File: src/rtl/adder_pkg.sv
// Shared types for the adder result FIFO: operand/sum widths and the stored
// transaction record (operands, observed sum, and the sum-check verdict).
package adder_pkg;

  localparam int OPW  = 4;
  localparam int SUMW = OPW + 1;

  typedef struct packed {
    logic [OPW-1:0]  a;
    logic [OPW-1:0]  b;
    logic [SUMW-1:0] sum;
    logic            err;
  } adder_txn_t;

endpackage

File: src/rtl/adder_result_fifo.sv
// Buffers adder results, tagging each with a sum-check verdict at push time.
// Tracks a sticky overflow flag and a saturating count of mismatched results.
module adder_result_fifo
  import adder_pkg::*;
#(
  parameter int DEPTH = 4,
  parameter int OPW   = adder_pkg::OPW
) (
  input  logic                   clk,
  input  logic                   rst_n,
  input  logic                   in_valid,
  input  logic [OPW-1:0]         in_a,
  input  logic [OPW-1:0]         in_b,
  input  logic [OPW:0]           in_sum,
  output logic                   in_ready,
  output logic                   out_valid,
  input  logic                   out_ready,
  output logic [OPW-1:0]         out_a,
  output logic [OPW-1:0]         out_b,
  output logic [OPW:0]           out_sum,
  output logic                   out_err,
  output logic [$clog2(DEPTH):0] count,
  output logic                   overflow,
  output logic [7:0]             err_cnt,
  input  logic                   clr
);

  localparam int AW = $clog2(DEPTH);
  localparam int CW = AW + 1;

  // Valid/ready: a transfer happens on a rising edge where valid and ready are
  // both high; in_ready is taken from registered count only.
  adder_txn_t    mem [DEPTH];
  adder_txn_t    wr_txn;
  adder_txn_t    head;
  logic          push;
  logic          pop;
  logic          sum_err;
  logic [CW-1:0] count_q, count_d;
  logic [AW-1:0] wptr_q, wptr_d;
  logic [AW-1:0] rptr_q, rptr_d;
  logic          overflow_q, overflow_d;
  logic [7:0]    err_cnt_q, err_cnt_d;

  assign in_ready  = (count_q != CW'(DEPTH));
  assign out_valid = (count_q != '0);
  assign push      = in_valid && in_ready;
  assign pop       = out_valid && out_ready;
  // Carry bit is part of the comparison, so both sides are OPW+1 bits wide.
  assign sum_err   = (in_sum != ({1'b0, in_a} + {1'b0, in_b}));

  always_comb begin
    wr_txn     = '0;
    wr_txn.a   = in_a;
    wr_txn.b   = in_b;
    wr_txn.sum = in_sum;
    wr_txn.err = sum_err;
  end

  always_comb begin
    count_d = count_q;
    case ({push, pop})
      2'b10:   count_d = count_q + CW'(1);
      2'b01:   count_d = count_q - CW'(1);
      default: count_d = count_q;
    endcase
    wptr_d = push ? wptr_q + AW'(1) : wptr_q;
    rptr_d = pop  ? rptr_q + AW'(1) : rptr_q;

    overflow_d = overflow_q | (in_valid && !in_ready);
    err_cnt_d  = err_cnt_q;
    if (push && sum_err && (err_cnt_q != 8'hFF)) begin
      err_cnt_d = err_cnt_q + 8'd1;
    end
    // Clear wins over a same-cycle set or increment.
    if (clr) begin
      overflow_d = 1'b0;
      err_cnt_d  = 8'd0;
    end
  end

  always_ff @(posedge clk or negedge rst_n) begin
    if (!rst_n) begin
      count_q    <= '0;
      wptr_q     <= '0;
      rptr_q     <= '0;
      overflow_q <= 1'b0;
      err_cnt_q  <= 8'd0;
    end else begin
      count_q    <= count_d;
      wptr_q     <= wptr_d;
      rptr_q     <= rptr_d;
      overflow_q <= overflow_d;
      err_cnt_q  <= err_cnt_d;
    end
  end

  // Storage is deliberately left out of reset; occupancy alone marks validity.
  always_ff @(posedge clk) begin
    if (push) begin
      mem[wptr_q] <= wr_txn;
    end
  end

  assign head     = mem[rptr_q];
  assign out_a    = out_valid ? head.a   : '0;
  assign out_b    = out_valid ? head.b   : '0;
  assign out_sum  = out_valid ? head.sum : '0;
  assign out_err  = out_valid ? head.err : 1'b0;
  assign count    = count_q;
  assign overflow = overflow_q;
  assign err_cnt  = err_cnt_q;

endmodule

File: config.mk
export PLATFORM = sky130hd
export DESIGN_NAME = adder_result_fifo
export DESIGN_NICKNAME = d
export VERILOG_FILES = /design/src/rtl/adder_pkg.sv /design/src/rtl/adder_result_fifo.sv
export SDC_FILE = /design/constraint.sdc
export NUM_CORES = 1
export LEC_CHECK = 0
export ABC_AREA = 0
export BUFFER_PORTS_ARGS = -buffer_cell sky130_fd_sc_hd__buf_2
export CORE_ASPECT_RATIO = 1.2
export CORE_MARGIN = 2
export CORE_UTILIZATION = 30
export CTS_CLUSTER_DIAMETER = 150
export DETAILED_ROUTE_END_ITERATION = 8
export GPL_ROUTABILITY_DRIVEN = 0
export MAX_ROUTING_LAYER = met4
export PLACE_DENSITY = 0.5
export SLEW_MARGIN = 20
export SYNTH_ARGS = -nofsm -noshare
export SYNTH_HDL_FRONTEND = slang
export SYNTH_SLANG_ARGS = --single-unit
export TNS_END_PERCENT = 30
File: constraint.sdc
create_clock -name clk -period 2.61 [get_ports clk]
set_input_delay 0.3915 -clock clk [delete_from_list [all_inputs] [get_ports clk]]
set_output_delay 0.3915 -clock clk [all_outputs]
set_load 0.01 [all_outputs]
==> summary.txt <==
Status
  • Status: finished clean

Clocking
  • Worst-path clk slew: 60 ps
  • CTS Buffer Depth: 2
  • Clock root cell: clkbuf_16
  • Clock sink count: 72
  • TritonCTS clock tree: done
  • Hold buffer count at CTS: 1
  • Worst skew pair latency: 330 ps
  • Post-CTS Setup Bufs: 0
  • Number of H-tree levels: 3
  • CTS Buf Count: 9
  • Post-cts repair resize count: 0

Floorplan
  • Cell Rows: 41
  • Die H: 117.1 µm
  • Core footprint: 10470 µm²
  • Die W: 98.25 µm
  • Die area: 11510 µm²
  • Num ports: 46
  • Starting Density: 0.3056

Global route
  • Vias in the first global route: 1859
  • Total track usage: 0.1213
  • Gr ovfl total: 0
  • Largest net degree at the start of global routing: 17
  • Initial antenna violation count: 0
  • First-pass GRT wire length: 10010 µm

Power
  • Switch share: 0.3031
  • Comb power frac: 0.331
  • Internal: 2.898 mW
  • Net Switching: 1.260 mW
  • Clock share of power: 0.285
  • Part of the power in registers: 0.384
  • Leakage power total: 1.539 nW
  • Total power: 4.158 mW
  • Peak VDD IR: 0.3856 mV
  • PwrDens: 1063 nW/µm²

Critical path
  • Crit-path cells: buf_4 > mux4_2 > and2_1 > buf_2
  • R2r endpoint: count[2]$_DFFE_PN0P_
  • WP data required: 2220 ps
  • Family with the most delay on the worst path: multiplexers
  • Worst r2r path cells: 9
  • Critical Path AT: 1910 ps
  • Critical path launch point type: flip-flop
  • Crit path kind: flip-flop to output port
  • Worst Setup End Kind: output port
  • Crit-path max FO: 14
  • Crit path largest cell delay: 560 ps
  • Slowest-stage cell, CP: mux4_2
  • Crit path launch: rptr_q[0]$_DFFE_PN0P_
  • Buf+Inv Stages, Crit Path: 2
  • Critical R2R Launch: count[0]$_DFFE_PN0P_
  • Worst R2R Setup Slack: 350 ps

Routing
  • Number of remaining DRC errors: 0
  • Wirelength, routed: 6249 µm
  • ANT nets after route: 0
  • Drt via density: 4.462
  • Wire per inst: 16.23 µm
  • Router iterations before antenna repair: 4
  • Iteration-0 DRC Markers: 47
  • Vias: 1718

Final layout
  • Layout cells sized above 1: 0.3555
  • Filler cells: 1027
  • Fin nets: 281
  • Antenna diodes: 0
  • Final Cell Area: 3911 µm²
  • Area grow syn2layout: 22.30%
  • Final Util: 0.3737
  • Final std cells w/o fill: 385

Logic synthesis
  • Register area share after synthesis: 0.6510
  • Post-Synth XOR/XNOR Area: 0.03795
  • Mapped Area: 3198 µm²
  • Post-synthesis simple-gate area fraction: 0.08842
  • Cell variety after synth: 36
  • Multiplexer share of the synthesized area: 0.1154
  • Post-synthesis register bit count: 72
  • FFs w/ async S/R, synth: 0.2222
  • Number of warning messages in the yosys log: 0
  • Main synth FF type: edfxtp_1
  • Post-Syn Instances: 192
  • Largest area contributor in the netlist: edfxtp_1
  • Post-synth EDFFs: 56
  • Compound-Gate Fraction of Synth Area: 0.03834
  • Synth top area share: 0.5258
  • Largest family of logic cells by synthesized area: multiplexers
  • Net Count, Synth: 222
  • Post-Synth Adder-Cell Area: 0.05164
  • Syn Area/Cell: 16.66 µm²
  • Largest cells by area after synthesis: edfxtp_1 53%, dfrtp_1 13%, mux4_2 9.9%, ha_1 3.9%, and2_1 2.9%

Timing
  • Final Hold Viols: 0
  • Fin crit period: 2298 ps
  • FMAX: 435.1 MHz
  • Setup TNS: 0 ps
  • Max-slew violations: 0
  • RSZ-0062 raised after global routing: no
  • Setup Skew: 4.499 ps
  • Setup Viol. Count Final: 0
  • Worst hold margin: 293.4 ps
  • Measured slew at the worst slew-check pin: 480.5 ps
  • Final WS setup: 311.5 ps
  • Fin crit share: 0.8806
  • Slew margin rel.: 0.6797

Place
  • Post-place setup slack: 152.0 ps
  • Post-DP HPWL: 4242 µm
  • Post-placement cell count: 368
  • Cell Area, Placed: 3612 µm²
  • IO Port Bufs: 45

Min path
  • Min-Delay Path Class: input port to flip-flop
  • Min-delay src: in_a[0]
  • Hold EP: mem[3][10]$_DFFE_PP_
  • Worst hold path stage count: 1

Job
  • Max cap viols: 0
## power groups by stage
stage               combinational, mW  clock, mW  sequential, mW
floorplan                       0.916          0            1.61
finish                           1.38       1.19            1.59
CTS                              1.43       1.22            1.60
global route                     1.53       1.27            1.62
detailed placement               1.42          0            1.62
global placement                 1.41          0            1.61
## Yosys cell counts (2+ instances only)
master	count
mux2i_1	2
nor2b_1	3
mux4_2	14
fa_1	2
nand4_1	3
edfxtp_1	56
a21oi_2	2
nand3_1	3
xnor2_1	6
nand2_1	4
and3_1	7
dfrtp_1	16
buf_2	2
inv_1	6
clkbuf_1	3
nand2b_1	2
ha_1	10
and2_1	15
nor2_1	9
a31o_2	2
mux2_1	2
a21oi_1	4
xor2_1	6
## worst max-delay path by stage
stage | endpoint | slack, ps | depth (start not counted)
finish | out_a[0] | 310 | 4
global route | count[2]$_DFFE_PN0P_ | 190 | 9
CTS | out_a[0] | 260 | 4
detailed placement | err_cnt[6]$_DFFE_PN0P_ | 150 | 9
global placement | err_cnt[6]$_DFFE_PN0P_ | 170 | 8
floorplan | err_cnt[5]$_DFFE_PN0P_ | 310 | 8
## sequential cells by signal (all words and copies together), names as in the netlist
signal,count
count,3
err_cnt,8
mem,56
overflow,1
rptr_q,2
wptr_q,2
## layout make-up
cell class,count,area [µm²],share of cell area
Clock buffer,10,229.0,0.05854
Clock inverter,6,60.06,0.01536
Inverter,6,22.52,0.005758
Multi-Input combinational cell,108,1061,0.2713
Sequential cell,72,2082,0.5323
Tap cell,129,161.4,0.04127
Timing Repair Buffer,54,295.3,0.07550
## per-layer routing
metal | up-vias | wire length, µm | part of all wire | track usage
li1 | 841 | - | - | -
met1 | 835 | 2653 | 0.42 | 0.1356
met2 | 33 | 3268 | 0.52 | 0.2068
met3 | 9 | 216 | 0.035 | 0.02791
met4 | 0 | 111 | 0.018 | 0.06027
met5 | - | 0 | 0 | -
## cell families after synthesis
family | count (synthesis)
buf+inv | 12
mux | 19
xor+xnor | 13
simple gates | 50
fa+ha+maj | 12
flops | 72
compound gates | 14
## layout by cell type, fill, tap and decap left out, drive strengths merged, types with 3 or more instances in the layout
master and count:
a21oi 6, and2 16, and3 7, buf 53
clkbuf 10, clkinv 3, dfrtp 16, edfxtp 56
ha 10, inv 6, mux2 3, mux4 14
nand2 4, nand3 3, nand4 3, nor2 9
nor2b 3, xnor2 7, xor2 6
(Power assumes the default switching activity.)
